<file path="config.mk">
export PLATFORM = sky130hd
export DESIGN_NAME = disp_scan_ctrl
export DESIGN_NICKNAME = d
export VERILOG_FILES = /design/src/rtl/disp_pkg.sv /design/src/rtl/hex7seg.sv /design/src/rtl/disp_scan_ctrl.sv
export SDC_FILE = /design/constraint.sdc
export NUM_CORES = 1
export LEC_CHECK = 0
export CAP_MARGIN = 0
export CORE_MARGIN = 1
export CORE_UTILIZATION = 45
export CTS_BUF_LIST = sky130_fd_sc_hd__clkbuf_4 sky130_fd_sc_hd__clkbuf_8 sky130_fd_sc_hd__clkbuf_16
export DETAILED_ROUTE_END_ITERATION = 12
export GPL_TIMING_DRIVEN = 0
export PLACE_DENSITY = 0.72
export RECOVER_POWER = 25
export SLEW_MARGIN = 20
export SYNTH_ARGS = -nofsm -noshare
export SYNTH_HDL_FRONTEND = slang
export SYNTH_SLANG_ARGS = --single-unit
</file>
<file path="constraint.sdc">
create_clock -name CLK -period 3.6 [get_ports CLK]
set_input_delay 0.72 -clock CLK [delete_from_list [all_inputs] [get_ports CLK]]
set_output_delay 0.72 -clock CLK [all_outputs]
set_load 0.02 [all_outputs]
</file>
<file path="src/rtl/disp_pkg.sv">
// Shared types and constants for the multiplexed 8-digit LED scan controller.
// Holds the scan state encoding, digit count, segment bit positions and hex glyph table.
package disp_pkg;

    typedef enum logic [1:0] {
        ST_IDLE  = 2'd0,
        ST_BLANK = 2'd1,
        ST_ON    = 2'd2
    } state_t;

    localparam int NUM_DIGITS = 8;
    localparam int DIGIT_W    = $clog2(NUM_DIGITS);

    localparam int SEG_A  = 0;
    localparam int SEG_G  = 6;
    localparam int SEG_DP = 7;

    // Index 0 is the last element of the concatenation: glyphs for 0..F, segments a..g in bits 0..6.
    localparam logic [15:0][6:0] SEG_TABLE = {
        7'h71, 7'h79, 7'h5E, 7'h39, 7'h7C, 7'h77, 7'h6F, 7'h7F,
        7'h07, 7'h7D, 7'h6D, 7'h66, 7'h4F, 7'h5B, 7'h06, 7'h3F
    };

endpackage

</file>
<file path="src/rtl/hex7seg.sv">
// Hex nibble to seven-segment glyph; purely combinational, no latency, no flow control.
module hex7seg
    import disp_pkg::*;
(
    input  logic [3:0] nibble,
    output logic [6:0] seg
);

    assign seg = SEG_TABLE[nibble];

endmodule

</file>
<file path="src/rtl/disp_scan_ctrl.sv">
// Digit scanner with frame-aligned double buffering, dead-time blanking and 4-bit PWM.
// Outputs registered (one edge after the state decision); LOAD is never refused, latest write wins.
module disp_scan_ctrl
    import disp_pkg::*;
#(
    parameter int ON_SHIFT     = 6,
    parameter int BLANK_CYCLES = 16
) (
    input  logic                  CLK,
    input  logic                  RESET,
    input  logic                  EN,
    input  logic                  LOAD,
    input  logic [31:0]           DATA,
    input  logic [7:0]            DP,
    input  logic [3:0]            BRIGHT,
    output logic                  ACK,
    output logic                  PENDING,
    output logic                  FRAME,
    output logic [NUM_DIGITS-1:0] drains,
    output logic [7:0]            leds
);

    localparam int              CW         = ON_SHIFT + 4;
    localparam logic [CW-1:0]   SLOT_LAST  = '1;
    localparam logic [CW-1:0]   CNT_ONE    = CW'(1);
    localparam logic [7:0]      BLANK_LAST = 8'(BLANK_CYCLES - 1);

    state_t               state, state_nx;
    logic [DIGIT_W-1:0]   digit, digit_nx;
    logic [CW-1:0]        cnt, cnt_nx;
    logic [7:0]           bcnt, bcnt_nx;
    logic [3:0]           bri, bri_nx;
    logic [31:0]          act_dat, act_dat_nx, shd_dat, shd_dat_nx;
    logic [7:0]           act_dp, act_dp_nx, shd_dp, shd_dp_nx;
    logic                 pend, pend_nx;
    logic                 frame_start, commit;

    logic [NUM_DIGITS-1:0] drains_nx;
    logic [7:0]            leds_nx;
    logic                  lit;
    logic [CW:0]           lit_len;
    logic [3:0]            nib;
    logic [6:0]            seg;

    assign PENDING = pend;

    always_ff @(posedge CLK) begin
        if (RESET) begin
            state   <= ST_IDLE;
            digit   <= '0;
            cnt     <= '0;
            bcnt    <= '0;
            bri     <= '0;
            act_dat <= '0;
            act_dp  <= '0;
            shd_dat <= '0;
            shd_dp  <= '0;
            pend    <= 1'b0;
            drains  <= '0;
            leds    <= '0;
            ACK     <= 1'b0;
            FRAME   <= 1'b0;
        end else begin
            state   <= state_nx;
            digit   <= digit_nx;
            cnt     <= cnt_nx;
            bcnt    <= bcnt_nx;
            bri     <= bri_nx;
            act_dat <= act_dat_nx;
            act_dp  <= act_dp_nx;
            shd_dat <= shd_dat_nx;
            shd_dp  <= shd_dp_nx;
            pend    <= pend_nx;
            drains  <= drains_nx;
            leds    <= leds_nx;
            ACK     <= commit;
            FRAME   <= frame_start;
        end
    end

    always_comb begin
        state_nx    = state;
        digit_nx    = digit;
        cnt_nx      = cnt;
        bcnt_nx     = bcnt;
        bri_nx      = bri;
        frame_start = 1'b0;
        case (state)
            ST_IDLE: begin
                if (EN) begin
                    state_nx    = ST_BLANK;
                    digit_nx    = '0;
                    bcnt_nx     = '0;
                    frame_start = 1'b1;
                end
            end
            ST_BLANK: begin
                if (bcnt == BLANK_LAST) begin
                    state_nx = ST_ON;
                    cnt_nx   = '0;
                    bri_nx   = BRIGHT;
                end else begin
                    bcnt_nx = bcnt + 8'd1;
                end
            end
            ST_ON: begin
                cnt_nx = cnt + CNT_ONE;
                if (cnt == SLOT_LAST) begin
                    state_nx    = ST_BLANK;
                    bcnt_nx     = '0;
                    digit_nx    = digit + DIGIT_W'(1);
                    frame_start = (digit == DIGIT_W'(NUM_DIGITS - 1));
                end
            end
            default: state_nx = ST_IDLE;
        endcase

        // Disable overrides everything; the shadow and its pending flag survive.
        if (!EN) begin
            state_nx    = ST_IDLE;
            digit_nx    = '0;
            frame_start = 1'b0;
        end

        commit     = frame_start && pend;
        act_dat_nx = commit ? shd_dat : act_dat;
        act_dp_nx  = commit ? shd_dp  : act_dp;
        shd_dat_nx = LOAD ? DATA : shd_dat;
        shd_dp_nx  = LOAD ? DP   : shd_dp;
        pend_nx    = LOAD ? 1'b1 : (commit ? 1'b0 : pend);
    end

    assign nib = act_dat_nx[{digit_nx, 2'b00} +: 4];

    hex7seg u_hex7seg (
        .nibble (nib),
        .seg    (seg)
    );

    // Outputs are decoded from next-state values so the registered pins line up with the state.
    always_comb begin
        lit_len   = {{(CW-3){1'b0}}, bri_nx} << ON_SHIFT;
        lit       = (state_nx == ST_ON) && ({1'b0, cnt_nx} < lit_len);
        drains_nx = '0;
        leds_nx   = '0;
        if (lit) begin
            drains_nx               = NUM_DIGITS'(1) << digit_nx;
            leds_nx[SEG_G:SEG_A]    = seg;
            leds_nx[SEG_DP]         = act_dp_nx[digit_nx];
        end
    end

endmodule

</file>
After elaboration in Yosys (flattened, before gate mapping)
Memories as Yosys holds them, arrays and structs flattened. A register that Yosys moved wholly into a read port is not among the register bits.
Index checks and enable logic that the tools add are counted.
{"block": "op_classes", "eq_ne": 9, "muxes": 25, "n_lt_le_gt_ge": 3, "n_bitwise": 1, "shifts": 2, "add_sub_neg": 3, "n_reduce_logical": 7}
{"cell": "$mux W32", "count": 1}
{"cell": "$mux W8", "count": 4}
{"cell": "$shiftx A32 B6 Y4", "count": 1}
{"cell": "$pmux W8 S3", "count": 1}
{"cell": "$pmux W10 S2", "count": 1}
{"cell": "$add A10 B1 Y10 const B", "count": 1}
{"cell": "$eq A10 B10 Y1 const B", "count": 1}
{"cell": "$lt A10 B10 Y1", "count": 1}
{"cell": "$mux W10", "count": 1}
{"cell": "$add A8 B1 Y8 const B", "count": 1}
{"cell": "$eq A8 B4 Y1 const B", "count": 1}
{"cell": "$mux W4", "count": 2}
{"cell": "$shl A1 B3 Y8 const A", "count": 1}
{"cell": "$mux W7", "count": 1}
{"cell": "$mux W2", "count": 3}
{"cell": "$mux W3", "count": 2}
{"cell": "$ne A2 B2 Y1 const B", "count": 3}
{"cell": "$pmux W2 S3", "count": 1}
{"cell": "$pmux W3 S2", "count": 1}
{"cell": "$lt A4 B5 Y1 const B", "count": 1}
{"cell": "$mux W1", "count": 5}
{"cell": "$eq A2 B2 Y1 const B", "count": 2}
{"cell": "$lt A3 B4 Y1 const B", "count": 1}
{"cell": "$reduce_and A4 Y1", "count": 1}
{"cell": "other kinds (11)", "count": 12}
{"block": "totals", "rom_bits": 112, "n_memories": 1, "out_inout_bits": 19, "input_bits": 48, "reg_bits": 126}
{"memory": "(no name shown)", "words": 16, "word_bits": 7, "rd": 1, "rd_clocked_by_memory_dff": 1, "write_ports": 0, "line_no": "hex7seg.sv:9", "rtl": "assign seg = SEG_TABLE[nibble];"}

Logic depth before layout (Yosys ltp)
{"block": "depth", "word_depth": 9, "depth_mapped": 16, "depth_no_buf": 13}

Hierarchy
Synthesis repeated with hierarchy kept, for this count alone.
{"block": "hier_totals", "hier_cells": 586, "area_unflattened_um2": 5635.4}
{"mod": "disp_scan_ctrl", "n_inst": 1, "cells_each": 553, "seq_area_each_um2": 2522.4, "area_per_inst_um2": 5341.4}
{"mod": "hex7seg", "n_inst": 1, "cells_each": 33, "seq_area_each_um2": 0.0, "area_per_inst_um2": 294.0}

Worst setup path after synthesis
OpenSTA, ideal clock, no wires.
{"block": "synth_path", "path_kind": "register to register", "startpoint": "register state[0]", "endpoint": "register leds[5]", "arrival_ns": 3.676, "path_stages_with_launch": 15, "path_slack_ns": -0.135, "setup_ns": 0.058, "required_ns": 3.542, "synth_period_minus_slack_ns": 3.735, "path_buffers": 2, "cell_sequence": "dfxtp_1 inv_1 ha_1 buf_2 inv_1 nor4_4 mux2i_1 clkbuf_1 o22ai_1 o41ai_1 inv_1 ha_1 and3_1 a21oi_1 o221a_2"}
{"block": "synth_via", "elab_chain_cells": 7, "word_cells_on_any_way": 21, "cone_classes": "order compare (1); eq/ne (3); shift (1); mux (11); bitwise (1); reduce/logical (4)"}
{"item": "start, declared", "line_no": "disp_scan_ctrl.sv:28", "rtl": "state_t state, state_nx;"}
{"item": "start signal, assigned", "line_no": "disp_scan_ctrl.sv:64", "rtl": "state <= state_nx;"}
{"item": "parallel branches: the longest is 7 deep, another holds $mux W32"}
{"item": "end, declared", "line_no": "disp_scan_ctrl.sv:20", "rtl": "output logic [7:0] leds"}
Several ways; the timed one is not identified.
A chain may end at the register's enable or synchronous reset.

Worst setup path after layout
{"block": "layout_path", "startpoint": "register state[0]", "endpoint": "register leds[3]"}
Same word-level chain as after synthesis.

==> impl_results.md <==
* Synth Area in Simple Gates at 0.2260
* Internal power at ~0.0027 W
* P_sw at 0.0007885 W
* Comb power frac at 0.069
* CTS root buf: clkbuf_16
* Routed wire per std cell at 17.18 um
* Yosys cell types at 64
* Cts hold-fix bufs at 0
* PwrDens at 458.8 mW/mm^2
* Sink Count at 126
* Global route overflow at 0
* Number of synthesized flops with an enable pin at 0
* Post-synthesis net count at 709
* Post-Synthesis Cells at 643
* Primary FF master, synth: dfxtp_1
* DRC viols at 0
* Max_cap viols at 0
* Final worst slack at between 0.1 and 0.15 ns
* Slew Limit Headroom at 0.3145
* Initial DRC Count at 387
* Num ports at 67
* Final Hold Fails at 0
* Leak at around 3 nW
* Seq/Total Area, Yosys at 0.4394
* Area Growth Syn to Fin at 32.24%
* Pwr Total at 0.003483 W
* Largest area contributor in the netlist: dfxtp_1
* Setup WS pre-CTS at -1.440 ns
* Critical path arrival at approximately 3.8 ns
* Peak supply drop at between 0.3 and 0.4 mV
* Synth Register Bits at 126
* Antenna cells at 0
* Final cycle utilization of the critical path at 0.9658
* Total global-route track usage at 0.2486
* Sequential power share at 0.418
* Die Y at ~110 um
* Post-Route Skew at around 0.0075 ns
* Slew @ Worst Pin at 1.028 ns
* Routability Congestion at 0.8852
* Full die area at about 0.013 mm^2
* F_max at roughly 0.29 GHz
* Vias in the first global route at around 5000
* Proportion of synthesized area in mux cells at 0.1075
* Placed Area at 0.006609 mm^2
* Status: finished, final reports clean
* R2r setup slk at 0.12 ns
* Largest net degree at the start of global routing at 17
* Worst hold start: act_dat[2]
* Minimum clock period at around 3.5 ns
* Port-buffer cells at 65
* Ys async rst share at 0
* Worst min path class: reg2reg
* Post-route antenna net violation count at 0
* Top post-synthesis cells by area: dfxtp_1, mux2i_1, nor2_1, a21oi_1, ha_1
* Met1 global-route usage at 0.3138
* Compound-Gate Fraction of Synth Area at 0.1456
* Final wirelength at 15940 um
* Num CTS Buffers at 17
* FF-to-FF End: leds[3]
* Hold Crit Depth at 2
* Routed vias/inst at around 5.7
* WS Path Type: reg2reg
* Final setup violation count at 0
* Post-Synth XOR/XNOR Area at 0.006103
* First-pass detailed-route iteration total at 5
* Synth warnings at 0
* Required time at the worst-slack endpoint at between 3 and 4 ns
* Site row count at 40
* Final nets at 813
* Global-route wire length before repair at ~25000 um
* Clock power frac at 0.513
* Met2 Track Usage GR at 0.4048
* Sw frac at 0.2264
* Share of cells above drive strength 1 at 0.1500
* Vias at 5294
* Antenna violations before repair at 0
* CTS tree: built
* Final instance area at between 0.007 and 0.008 mm^2
* Worst-case clock buffer depth at 2
* Yosys top cell area share at 0.4394
* # H-tree levels at 4
* Crit Path Max Fanout at 10
* Largest family of logic cells by synthesized area: simple AND/OR/NAND/NOR gates
* Worst-skew pair later-pin latency at about 0.42 ns
* Synth Area in Adders at 0.03923
* Final Max Slew Viols at 0
* Grt peak-use layer: met2
* Startpoint Class: flop
* DP HPWL at 10680 um
* Initial Util at 0.4701
* Core Area at 0.01221 mm^2
* Cells on worst reg2reg path at 14
* Clock transition at path regs at around 0.06 ns
* Syn avg cell area at 8.928 um^2
* RR Startpoint: state[0]
* Met3 usage at 0.05535
* Worst Hold End: act_dat[2]
* CP endpoint kind: flop
* Die extent in x at 114.9 um
* Mapped cell area at 0.005741 mm^2
==> cell usage in the layout (no fill, tap or decap), types with 4 or more instances in the layout <==
cell | netlist | layout
a211oi_1 | 10 | 8
o21ba_2 | 4 | 4
mux2i_1 | 59 | 56
ha_1 | 18 | 16
and2_1 | 6 | 6
inv_2 | 0 | 4
buf_1 | 4 | 4
clkbuf_1 | 25 | 18
inv_1 | 9 | 5
o211ai_1 | 7 | 7
o21ai_0 | 18 | 18
dfxtp_1 | 126 | 125
nand2_1 | 58 | 57
or3_1 | 8 | 8
clkdlybuf4s50_1 | 0 | 63
nor3_1 | 6 | 6
and3_1 | 18 | 18
clkbuf_16 | 0 | 17
buf_4 | 1 | 23
nand2b_1 | 5 | 5
nand4b_1 | 4 | 4
nor2_1 | 89 | 88
nor4_2 | 3 | 4
buf_6 | 2 | 6
o22ai_1 | 5 | 5
o32ai_1 | 4 | 4
nand4_1 | 12 | 12
nand3_1 | 6 | 6
a21oi_1 | 54 | 52
or4_1 | 8 | 6
nor2b_1 | 9 | 9
nand3b_1 | 5 | 5
==> timing repair <==
item / CTS / global route
pin swaps: 4 / 5
hold endpoints to repair: 0 / 0
setup endpoints to repair: 8 / 9
buffers inserted: 9 / 12
gates resized for setup: 27 / 33
==> critical path, cell delays in order (launching register included) <==
cell and delay (ns):
dfxtp_1 0.34, inv_2 0.10, ha_1 0.17, clkbuf_4 0.20, inv_2 0.09, nor4_4 0.41
buf_4 0.20, mux2_4 0.32, buf_6 0.16, o22ai_1 0.31, o41ai_4 0.16, buf_4 0.16
ha_1 0.31, a211o_1 0.29, o311a_1 0.13
==> power groups by stage <==
stage	clock (W)	combinational, W	sequential (W)
after floorplan	0	0.000125	0.00148
after global placement	0	0.000217	0.00148
after detailed placement	0	0.000224	0.00148
after CTS	0.00181	0.000233	0.00145
after global routing	0.00187	0.000259	0.00146
final	0.00179	0.000239	0.00146
==> sequential cells by signal, indices dropped and copies added (netlist names) <==
| signal | count |
|---|---|
| FRAME | 1 |
| PENDING | 1 |
| digit | 3 |
| drains | 8 |
| state | 2 |
| leds | 8 |
| act_dat | 32 |
| bcnt | 8 |
| bri | 4 |
| shd_dat | 32 |
| act_dp | 8 |
| cnt | 10 |
| shd_dp | 8 |
| ACK | 1 |
==> cells in the mapped netlist, types with 5 or more instances <==
cell	n
nand2_1	58
inv_1	9
clkbuf_1	25
a21oi_1	54
nor4_1	6
nor2b_1	9
o22ai_1	5
or4_1	8
dfxtp_1	126
buf_2	7
and2_1	6
ha_1	18
a211oi_1	10
nor2_1	89
nand3_1	6
mux2i_1	59
nor3_1	6
nand2b_1	5
nand4_1	12
o211ai_1	7
or3_1	8
nand3b_1	5
and3_1	18
o21ai_0	18
==> how the worst max path moves through the flow <==
| stage | from | end | slack [ns] | depth (start not counted) |
|---|---|---|---|---|
| 2_1_floorplan | EN | leds[3] | 0.04 | 14 |
| 4_1_cts | EN | leds[5] | 0.009 | 17 |
| 3_5_place_dp | EN | leds[3] | -1.44 | 15 |
| 3_3_place_gp | EN | leds[3] | -1.34 | 15 |
| 6_report | state[0] | leds[3] | 0.12 | 14 |
| 5_1_grt | state[0] | leds[3] | -0.01 | 14 |
==> cell type report <==
cell class	instances	area, um^2
repair buffers	86	810.8
clock buffers	20	466.7
flip-flops and latches	126	2526
well taps	168	210.2
plain buffers	38	222.7
inverters	9	33.78
multi-input cells	469	3163
clock inverters	12	157.7
fillers	1016	4621
==> per-layer routing <==
| layer | wire, um | up-vias |
|---|---|---|
| li1 | - | 2515 |
| met1 | 6701 | 2537 |
| met2 | 7879 | 209 |
| met3 | 1053 | 33 |
| met4 | 306 | 0 |
| met5 | 0 | - |
==> logic make-up after synthesis <==
logic type               count (synthesis)
AND/OR/NAND/NOR                        255
AO/OA/AOI/OAI                          131
flip-flops                             126
multiplexers                            61
buffers and inverters                   48
adder cells (fa/ha/maj)                 18
XOR/XNOR                                 4
==> metrics by stage <==
step	setup TNS (ns)	std cells	hold slack, ns	util
4_1_cts	0	917	0.4493	0.6053
3_3_place_gp	-9.521	876	0.4337	0.5412
6_report	0	928	0.4532	0.6216
3_5_place_dp	-10.87	876	0.4421	0.5412
2_1_floorplan	0	643	0.4274	-
5_1_grt	-0.02541	928	0.4756	0.6216
(Power assumes the default switching activity.)
